`config.mk`:
```
export PLATFORM = sky130hd
export DESIGN_NAME = ternary_mvm_core
export DESIGN_NICKNAME = d
export VERILOG_FILES = /design/src/rtl/ternary_mvm_core.sv
export SDC_FILE = /design/constraint.sdc
export NUM_CORES = 1
export LEC_CHECK = 0
export ABC_AREA = 1
export CORE_MARGIN = 2
export CORE_UTILIZATION = 64
export CTS_CLUSTER_DIAMETER = 50
export DETAILED_ROUTE_END_ITERATION = 8
export MAX_ROUTING_LAYER = met4
export PLACE_DENSITY = 0.89
export SYNTH_ARGS = -nofsm -noshare
export SYNTH_HDL_FRONTEND = slang
export SYNTH_SLANG_ARGS = --single-unit
```
`constraint.sdc`:
```
create_clock -name clk -period 5.9 [get_ports clk]
set_input_delay 1.77 -clock clk [delete_from_list [all_inputs] [get_ports clk]]
set_output_delay 1.77 -clock clk [all_outputs]
set_load 0.01 [all_outputs]
```
`src/rtl/ternary_mvm_core.sv`:
```
// ternary_mvm_core
//   Parametrised ternary matrix-vector engine.
//   - LOAD streams an OUT_LEN x IN_LEN matrix of 2-bit ternary weights.
//     Codes are 01=+1, 11=-1, 00/10=0, and the lowest element sits in the LSBs.
//   - MULT clears the accumulators, then takes IN_LEN/LANES activation beats.
//     Every beat updates all rows in parallel.
//   - The OUT_LEN results then drain through a valid/ready port, row 0 first.
//   Optional feature: define OUT_SAT_EN to saturate each accumulate step.
//   A row that clamps stays clamped until the next MULT clears it. Without
//   the macro, sums wrap modulo 2^ACC_W.
// Ports
//   clk, rst_n          clock, synchronous active-low reset
//   cmd_valid/cmd_op    command strobe and opcode (1=LOAD, 2=MULT, others ignored)
//   cmd_ready           high only while idle
//   abort               return to idle next cycle from any state
//   in_valid/in_data    weight beat (LOAD) or activation beat (MULT)
//   in_ready            high in LOAD and ACC
//   out_valid/out_ready result handshake
//   out_data/out_row    signed result and its row index; zero outside DRAIN
//   out_last            high with the final row
//   busy                high whenever not idle
module ternary_mvm_core #(
    parameter int IN_LEN  = 16,
    parameter int OUT_LEN = 8,
    parameter int ACT_W   = 8,
    parameter int BUS_W   = 16,
    parameter int ACC_W   = 12,
    localparam int ROW_W  = (OUT_LEN > 1) ? $clog2(OUT_LEN) : 1
) (
    input  logic                    clk,
    input  logic                    rst_n,
    input  logic                    cmd_valid,
    input  logic [1:0]              cmd_op,
    output logic                    cmd_ready,
    input  logic                    abort,
    input  logic                    in_valid,
    input  logic [BUS_W-1:0]        in_data,
    output logic                    in_ready,
    output logic                    out_valid,
    input  logic                    out_ready,
    output logic signed [ACC_W-1:0] out_data,
    output logic [ROW_W-1:0]        out_row,
    output logic                    out_last,
    output logic                    busy
);

    localparam int LANES      = BUS_W / ACT_W;
    localparam int W_BITS     = 2 * IN_LEN * OUT_LEN;
    localparam int LOAD_BEATS = W_BITS / BUS_W;
    localparam int ACC_BEATS  = IN_LEN / LANES;
    localparam int MAX_A      = (LOAD_BEATS > ACC_BEATS) ? LOAD_BEATS : ACC_BEATS;
    localparam int MAX_CNT    = (MAX_A > OUT_LEN) ? MAX_A : OUT_LEN;
    localparam int CNT_W      = $clog2(MAX_CNT + 1);

    typedef enum logic [1:0] {S_IDLE, S_LOAD, S_ACC, S_DRAIN} state_t;

    state_t                  state_q, state_d;
    logic [CNT_W-1:0]        cnt_q, cnt_d;
    logic [W_BITS-1:0]       w_q, w_d;
    logic signed [ACC_W-1:0] acc_q [OUT_LEN];
    logic signed [ACC_W-1:0] acc_d [OUT_LEN];
`ifdef OUT_SAT_EN
    logic [OUT_LEN-1:0]      sat_q, sat_d;
`endif

    logic cmd_fire, beat_fire, out_fire;
    logic load_last, acc_last, row_last;

    // Ternary weight times activation, one bit wider so that -(-2^(ACT_W-1)) fits.
    function automatic logic signed [ACT_W:0] tern_mul(input logic [1:0] w,
                                                       input logic signed [ACT_W-1:0] x);
        logic signed [ACT_W:0] xe;
        xe = {x[ACT_W-1], x};
        case (w)
            2'b01:   return xe;
            2'b11:   return -xe;
            default: return '0;
        endcase
    endfunction

`ifdef OUT_SAT_EN
    localparam int SUM_W = ((ACC_W > ACT_W) ? ACC_W : ACT_W + 1) + 1;
    localparam logic signed [ACC_W-1:0] ACC_MAX = {1'b0, {(ACC_W-1){1'b1}}};
    localparam logic signed [ACC_W-1:0] ACC_MIN = {1'b1, {(ACC_W-1){1'b0}}};

    // Add in a width that cannot overflow, then clamp into the accumulator range.
    function automatic logic signed [ACC_W-1:0] sat_add(input logic signed [ACC_W-1:0] a,
                                                        input logic signed [ACT_W:0] p,
                                                        output logic clamped);
        logic signed [SUM_W-1:0] s;
        s = SUM_W'(a) + SUM_W'(p);
        clamped = 1'b0;
        if (s > SUM_W'(ACC_MAX)) begin
            clamped = 1'b1;
            return ACC_MAX;
        end
        if (s < SUM_W'(ACC_MIN)) begin
            clamped = 1'b1;
            return ACC_MIN;
        end
        return s[ACC_W-1:0];
    endfunction
`else
    function automatic logic signed [ACC_W-1:0] wrap_add(input logic signed [ACC_W-1:0] a,
                                                         input logic signed [ACT_W:0] p);
        return a + ACC_W'(p);
    endfunction
`endif

    // abort outranks every handshake, so a beat or command in its cycle is dropped.
    assign cmd_fire  = cmd_valid & cmd_ready & ~abort;
    assign beat_fire = in_valid & in_ready & ~abort;
    assign out_fire  = out_valid & out_ready & ~abort;
    assign load_last = (cnt_q == CNT_W'(LOAD_BEATS - 1));
    assign acc_last  = (cnt_q == CNT_W'(ACC_BEATS - 1));
    assign row_last  = (cnt_q == CNT_W'(OUT_LEN - 1));

    always_ff @(posedge clk) begin
        if (!rst_n) state_q <= S_IDLE;
        else        state_q <= state_d;
    end

    always_comb begin
        state_d = state_q;
        if (abort) begin
            state_d = S_IDLE;
        end else begin
            case (state_q)
                S_IDLE:  if (cmd_fire && cmd_op == 2'd1)      state_d = S_LOAD;
                         else if (cmd_fire && cmd_op == 2'd2) state_d = S_ACC;
                S_LOAD:  if (beat_fire && load_last)          state_d = S_IDLE;
                S_ACC:   if (beat_fire && acc_last)           state_d = S_DRAIN;
                S_DRAIN: if (out_fire && row_last)            state_d = S_IDLE;
                default: state_d = S_IDLE;
            endcase
        end
    end

    always_comb begin
        cmd_ready = 1'b0;
        in_ready  = 1'b0;
        out_valid = 1'b0;
        out_last  = 1'b0;
        busy      = 1'b1;
        out_data  = '0;
        out_row   = '0;
        case (state_q)
            S_IDLE: begin
                cmd_ready = 1'b1;
                busy      = 1'b0;
            end
            S_LOAD, S_ACC: in_ready = 1'b1;
            S_DRAIN: begin
                out_valid = 1'b1;
                out_last  = row_last;
                out_row   = cnt_q[ROW_W-1:0];
                out_data  = acc_q[cnt_q[ROW_W-1:0]];
            end
            default: ;
        endcase
    end

    // Beat counter, weight store and accumulators.
    always_comb begin
        logic signed [ACC_W-1:0] a;
        logic signed [ACT_W:0]   p;
        int                      base;
`ifdef OUT_SAT_EN
        logic                    s, c;
        s     = 1'b0;
        c     = 1'b0;
        sat_d = sat_q;
`endif
        a     = '0;
        p     = '0;
        base  = 0;
        cnt_d = cnt_q;
        w_d   = w_q;
        acc_d = acc_q;
        if (abort) begin
            cnt_d = '0;
        end else begin
            case (state_q)
                S_IDLE: begin
                    if (cmd_fire && cmd_op == 2'd2) begin
                        acc_d = '{default: '0};
`ifdef OUT_SAT_EN
                        sat_d = '0;
`endif
                    end
                end
                S_LOAD: begin
                    if (beat_fire) begin
                        base = int'(cnt_q) * BUS_W;
                        w_d[base +: BUS_W] = in_data;
                        cnt_d = load_last ? '0 : cnt_q + 1'b1;
                    end
                end
                S_ACC: begin
                    if (beat_fire) begin
                        for (int r = 0; r < OUT_LEN; r++) begin
                            a = acc_q[r];
`ifdef OUT_SAT_EN
                            s = sat_q[r];
`endif
                            for (int l = 0; l < LANES; l++) begin
                                base = 2 * (r * IN_LEN + int'(cnt_q) * LANES + l);
                                p = tern_mul(w_q[base +: 2], in_data[l*ACT_W +: ACT_W]);
`ifdef OUT_SAT_EN
                                // Once clamped, the row holds its rail value.
                                if (!s) begin
                                    a = sat_add(a, p, c);
                                    s = c;
                                end
`else
                                a = wrap_add(a, p);
`endif
                            end
                            acc_d[r] = a;
`ifdef OUT_SAT_EN
                            sat_d[r] = s;
`endif
                        end
                        cnt_d = acc_last ? '0 : cnt_q + 1'b1;
                    end
                end
                S_DRAIN: begin
                    if (out_fire) cnt_d = row_last ? '0 : cnt_q + 1'b1;
                end
                default: ;
            endcase
        end
    end

    always_ff @(posedge clk) begin
        if (!rst_n) begin
            cnt_q <= '0;
            w_q   <= '0;
            acc_q <= '{default: '0};
`ifdef OUT_SAT_EN
            sat_q <= '0;
`endif
        end else begin
            cnt_q <= cnt_d;
            w_q   <= w_d;
            acc_q <= acc_d;
`ifdef OUT_SAT_EN
            sat_q <= sat_d;
`endif
        end
    end

endmodule
```
==> run summary, run 1 <==
Clk buf depth: 3
Seq/Total Area, Yosys: 0.291
Vias: 26500
Largest net degree at the start of global routing: 196
Starting density of the core: 0.652
CTS tree: yes
Top cell type's share of synthesized area: 0.291
Crit-path max FO: 8
CTS Sinks: 359
Drt drc: 14
Filler instances: 3116
Initial antenna violation count: 1
Slowest CP cell: xor2_1
Port Buf Inserts: 43
Tightest Pin Transition: 1.12 ns
Failing checks: design-rule violations
Via count of the first global-routing pass: 24800
Cts hold-fix bufs: 0
Via/cell ratio: 6.26
Core area: 37800 um^2
CP dominant cell by count: nor3_1
Clk_lat worst skew: 0.61 ns
Final HPWL from detailed placement: 55.9 mm
Fin area: 27100 um^2
Top Family by Delay on Critical Path: simple AND/OR/NAND/NOR gates
Num rows: 71
EDFF count, synth: 0
Status: finished, violations left
First-pass GRT wire length: 131 mm
Non-Filler Instances: 4234
Synth Instances: 3733
DRT Wirelength: 83.2 mm
TritonRoute pass-1 iters: 9
CP Class: in2reg
Tcrit/Tclk final: 0.945
Die X: 200 um
Distinct cells, synth: 45
H-tree levels: 2
Clock Skew: 0.0335 ns
Crit path buf inv count: 4
Critical Path End Type: register
LEAKAGE: 0.0119 uW
Die ar.: 40200 um^2
Routed wire per std cell: 19.6 um
Final Setup Violations: 0
DR iter-0 viols: 4011
Dpl cells: 4153
CTS resizes: 0
NumNets Final: 3901
Final max-slew violation count: 0
Max transition margin: 0.255
Maximum capacitance violations: 0
RSZ-0062 raised after global routing: false
Total CTS buffers: 45
Placer Congestion: 1.05
Area after DPL: 25500 um^2
Achievable frequency: 179 MHz
Power Density: 220 nW/um^2
Synth warn: 0
Top cells by area, synth: dfxtp_1 (29%), nand2_1 (14%), a21oi_1 (8.4%)
GRT overflow: 0
Max stage delay on crit path: 0.68 ns
Critical Path AT: 6.00 ns
Syn Std Cell Area: 24700 um^2
CP required: 6.32 ns
Minimum clock period: 5.57 ns
Peak VDD IR: 0.256 mV
Total nets after synthesis: 3945
Post-route ant nets: 0
Chip height: 200 um
Tot GR Track Use: 0.419
Hold crit path type: reg2reg
Post-synthesis average cell area: 6.61 um^2
Synth async-reset ratio: 0
Clk pin slew, worst setup/hold paths: 0.06 ns
Layout cells sized above 1: 0.0564
Boundary pin count: 44
Final hold vios: 0
Worst path cell trace: clkdlybuf4s50_1, nor3_1, nand3_1, buf_4, nor3_1, xor2_1, o21ai_0, fa_1, ha_1, inv_1, nor3_1, nand2_1, o211ai_1, a31oi_1, inv_1, nand2_1, nand3_1, a21oi_1
Buffer count from post-CTS setup fixing: 0
Ys flop type: dfxtp_1
Root buf cell: clkbuf_16
Worst setup SP type: input port
Area grow syn2layout: 9.70%
Post-synth top area cell: dfxtp_1
Final core occ: 0.716
Seq cells post-synth: 359
area by class of cell:
class	instances	area [um^2]	share of cell area
Sequential cell	359	7190	0.266
Multi-Input combinational cell	2753	15100	0.558
Antenna cell	1	2.50	0.0000924
Inverter	405	1530	0.0564
Clock buffer	63	1290	0.0478
Tap cell	511	639	0.0236
Clock inverter	17	211	0.00781
Timing Repair Buffer	125	1090	0.0404
sequential cells by signal (all words and copies together), names as in the netlist:
name / count
acc_q: 96
cnt_q: 5
state_q: 2
w_q: 256
power by group:
part / switching (uW) / leakage (uW) / internal (uW)
combinational: 506 / 0.00824 / 183
sequential: 1.76 / 0.00289 / 2430
clock: 1160 / 0.000740 / 1680
tightest hold or removal path, stage by stage, from the launching register on:
cell and delay [ns]:
dfxtp_1 0.30, inv_1 0.06, a21oi_1 0.05
metrics by stage:
| stage | hold WS, ns | setup TNS, ns | setup WS, ns | power (uW) |
|---|---|---|---|---|
| 2_1_floorplan | 0.424 | 0 | 0.743 | 2900 |
| 3_3_place_gp | 0.436 | -2.07 | -0.223 | 3120 |
| 3_5_place_dp | 0.441 | -3.52 | -0.306 | 3120 |
| 4_1_cts | 0.450 | 0 | 0.275 | 5900 |
| 5_1_grt | 0.464 | 0 | 0.112 | 6080 |
| 6_report | 0.451 | 0 | 0.325 | 5950 |
layout by cell type (no fill, tap or decap), types with 46 or more instances in the layout:
master,instances
inv_1,387
nand3_1,356
o21ai_0,303
ha_1,92
clkbuf_16,46
buf_4,79
nor3_1,60
dfxtp_1,357
o22ai_1,117
fa_1,96
a21oi_1,412
nor2_1,256
nand2_1,902
path summary, 6_finish.rpt:
| path | to | cells after the start | slack (ns) | from |
|---|---|---|---|---|
| worst min register to register | w_q[241] | 2 | 0.45 | w_q[241] |
| worst min-delay path | w_q[241] | 2 | 0.45 | w_q[241] |
| worst max-delay path | acc_q[59] | 18 | 0.33 | in_data[1] |
| worst max register to register | acc_q[22] | 28 | 0.84 | cnt_q[0] |
synth_stat cells (all sizes together), types with 62 or more instances:
master	number
nand3	357
fa	96
a21oi	412
buf	93
ha	92
o22ai	117
nor2	267
inv	399
o21ai	304
dfxtp	359
clkbuf	123
nand2	903
nor3	62
cell families (layout without fill, tap and decap cells):
logic type | Yosys count | in the layout | share of synthesized area
AO/OA/AOI/OAI | 911 | 911 | 0.199
flip-flops | 359 | 359 | 0.291
AND/OR/NAND/NOR | 1618 | 1618 | 0.273
XOR/XNOR | 36 | 36 | 0.0131
other | 0 | 1 | 0
buffers and inverters | 621 | 610 | 0.0991
adder cells (fa/ha/maj) | 188 | 188 | 0.124
per-layer routing:
| layer | share of wire | up-vias | track usage |
|---|---|---|---|
| met1 | 0.37 | 11900 | 0.533 |
| met2 | 0.42 | 1923 | 0.609 |
| li1 | - | 12300 | - |
| met3 | 0.15 | 443 | 0.121 |
| met5 | 0 | - | - |
| met4 | 0.061 | 0 | 0.209 |
(Power assumes the default switching activity.)
==> run 2: changes to the inputs <==
--- a/config.mk
+++ b/config.mk
@@ -6,8 +6,10 @@
 export NUM_CORES = 1
 export LEC_CHECK = 0
 export ABC_AREA = 1
+export CAP_MARGIN = 5
 export CORE_MARGIN = 2
 export CORE_UTILIZATION = 64
+export CTS_BUF_LIST = sky130_fd_sc_hd__clkbuf_8 sky130_fd_sc_hd__clkbuf_16
 export CTS_CLUSTER_DIAMETER = 50
 export DETAILED_ROUTE_END_ITERATION = 8
 export MAX_ROUTING_LAYER = met4
==> run summary, run 2 (synthesized netlist as in run 1, its figures left out) <==
NumNets Final: 3901 (unchanged)
Tot Pwr: 5940 uW (-0.24%)
Critical Path End Type: register
Reg2reg setup slack: 0.83 ns (about the same)
Tot GR Track Use: 0.419 (unchanged)
Clk buf depth: 3 (unchanged)
Via/cell ratio: 6.27 (+0.23%)
Final Setup Violations: 0 (unchanged)
Final HPWL from detailed placement: 55.9 mm (unchanged)
Peak VDD IR: 0.256 mV (about the same)
Max stage delay on crit path: 0.77 ns (+0.09 ns)
Failing checks: design-rule violations
Hold path depth: 2 (unchanged)
LEAKAGE: 0.0119 uW (+0.31%)
Buffer count from post-CTS setup fixing: 0 (unchanged)
TritonRoute pass-1 iters: 9 (unchanged)
Core area: 37800 um^2 (unchanged)
Max transition margin: 0.244 (-0.0104)
Die X: 200 um (unchanged)
Clock Skew: 0.0290 ns (-0.00452 ns)
Layout cells sized above 1: 0.0564 (unchanged)
Minimum clock period: 5.64 ns (+0.0665 ns)
Pre-CTS WS: -0.306 ns (unchanged)
Crit path buf inv count: 3 (-1)
First-pass GRT wire length: 131 mm (unchanged)
Power Density: 219 nW/um^2 (-0.24%)
Achievable frequency: 177 MHz (-1.2%)
Largest net degree at the start of global routing: 196 (unchanged)
Routed wire per std cell: 19.6 um (-0.17%)
Top Registers: w_q x256, acc_q x96, cnt_q x5
Crit-path max FO: 8 (unchanged)
RSZ-0062 raised after global routing: false
CTS tree: yes
Num rows: 71 (unchanged)
Worst path cell trace: clkdlybuf4s50_1, inv_1, ha_1, nand2_1, nor2_1, nand3_1, xor2_2, o22ai_1, fa_1, ha_1, inv_1, nor4_1, a21oi_1, nor2_1, o21ai_0, nand2_1, a21oi_1, o21ai_0, a21oi_1
CTS Sinks: 359 (unchanged)
CP dominant cell by count: a21oi_1
Final setup TNS: 0 ns (unchanged)
Top reg by flops: w_q
Drt drc: 6 (-8)
Post-route ant nets: 0 (unchanged)
Area grow syn2layout: 9.71% (about the same)
H-tree levels: 2 (unchanged)
Commonest cells after routing, fill and taps aside: nand2_1 (902), a21oi_1 (412), inv_1 (396)
Hold crit path type: reg2reg
Starting density of the core: 0.652 (unchanged)
GRT overflow: 0 (unchanged)
Cts hold-fix bufs: 0 (unchanged)
Root buf cell: clkbuf_16
Placer Congestion: 1.05 (unchanged)
Reg-to-reg endpoint: acc_q[82]
Status: finished, violations left
Reg-to-Reg Start: cnt_q[0]
R2R depth: 25 (-11%)
Vias: 26600 (+0.25%)
Maximum capacitance violations: 0 (unchanged)
Total CTS buffers: 45 (unchanged)
Port Buf Inserts: 43 (unchanged)
Chip height: 200 um (unchanged)
Worst setup SP type: input port
DRT Wirelength: 83.1 mm (-0.15%)
DR iter-0 viols: 4002 (-0.22%)
CP Class: in2reg
Tcrit/Tclk final: 0.956 (+0.0113)
Initial antenna violation count: 1 (unchanged)
Clk_lat worst skew: 0.61 ns (about the same)
Tightest Pin Transition: 1.13 ns (+0.0157 ns)
Final hold vios: 0 (unchanged)
Hold EP: w_q[246]
Final max-slew violation count: 0 (unchanged)
Max FFs per register: 256 (unchanged)
Setup ws final: 0.259 ns (-0.0665 ns)
Die ar.: 40200 um^2 (unchanged)
Critical Path AT: 6.07 ns (+0.07 ns)
Via count of the first global-routing pass: 24800 (+0.0081%)
Commonest non-fill, non-tap cell in the layout: nand2_1
CP required: 6.33 ns (about the same)
Clk pin slew, worst setup/hold paths: 0.06 ns (about the same)
Top Family by Delay on Critical Path: simple AND/OR/NAND/NOR gates
Slowest CP cell: xor2_2
Worst hold start: w_q[246]
Boundary pin count: 44 (unchanged)
run 2: cell types whose count changed in the layout (fill, tap and decap cells not counted), sizes merged:
cell | previous run | this run
clkbuf | 63 | 54
diode | 1 | 2
inv | 404 | 413
run 2: area by class of cell:
class / instances / area (um^2)
sequential: 359 / 7190
fill: 3115 / 10800
timing repair buffer: 125 / 1090
clock inverter: 26 / 245
clock buffer: 54 / 1260
tap: 511 / 639
antenna: 2 / 5.00
inverter: 405 / 1530
multi-input combinational: 2753 / 15100
run 2: worst max path at each step:
stage,startpoint,cells past startpoint,end,slack [ns]
detailed placement,in_data[9],21,acc_q[58],-0.31
CTS,in_data[9],21,acc_q[22],0.28
global route,in_data[9],19,acc_q[34],0.11
finish,in_data[9],19,acc_q[93],0.26
global placement,in_data[9],21,acc_q[82],-0.22
floorplan,in_data[0],21,acc_q[70],0.74
run 2: worst reg2reg max path: stages (launching register included):
cell and delay [ns]:
dfxtp_4 0.37, buf_12 0.60, nand2_1 0.36, nand3_1 0.13, nand3_1 0.20, nand3_1 0.21
nand2_1 0.11, a21oi_1 0.28, nand2_1 0.25, o22ai_1 0.23, fa_1 0.45, ha_1 0.40
nand2_1 0.09, nand2_1 0.06, nand3_1 0.06, nand2_1 0.05, a21oi_1 0.17, nor2_1 0.07
o21ai_0 0.20, nand2_1 0.08, nand2_1 0.08, nand2_1 0.05, a21oi_1 0.15, or2_2 0.13
nand3_1 0.06, a21oi_1 0.16
run 2: what timing repair did:
item,in CTS,in global routing
endpoints found under the setup margin,0,16
endpoints found under the hold margin,0,0
gates resized for setup,0,6
run 2: routing by layer:
layer,wire [um],GRT usage,vias to the layer above,part of all wire
li1,-,-,12300,-
met1,31100,0.533,11900,0.37
met2,34500,0.609,1951,0.42
met3,12400,0.121,437,0.15
met4,5080,0.209,0,0.061
met5,0,-,-,0
run 2: metrics by stage:
step | cell area, um^2 | hold WS [ns] | std cells | utilization
2_1_floorplan | 24700 | 0.424 | 3733 | -
3_3_place_gp | 25500 | 0.436 | 4153 | 0.674
3_5_place_dp | 25500 | 0.441 | 4153 | 0.674
4_1_cts | 27000 | 0.450 | 4233 | 0.714
5_1_grt | 27100 | 0.464 | 4234 | 0.716
6_report | 27100 | 0.451 | 4235 | 0.716
run 2: where the power goes:
part | internal (uW) | switching (uW) | total [uW]
combinational | 183 | 506 | 689
clock | 1660 | 1160 | 2820
sequential | 2430 | 1.77 | 2430
total | 4270 | 1670 | 5940
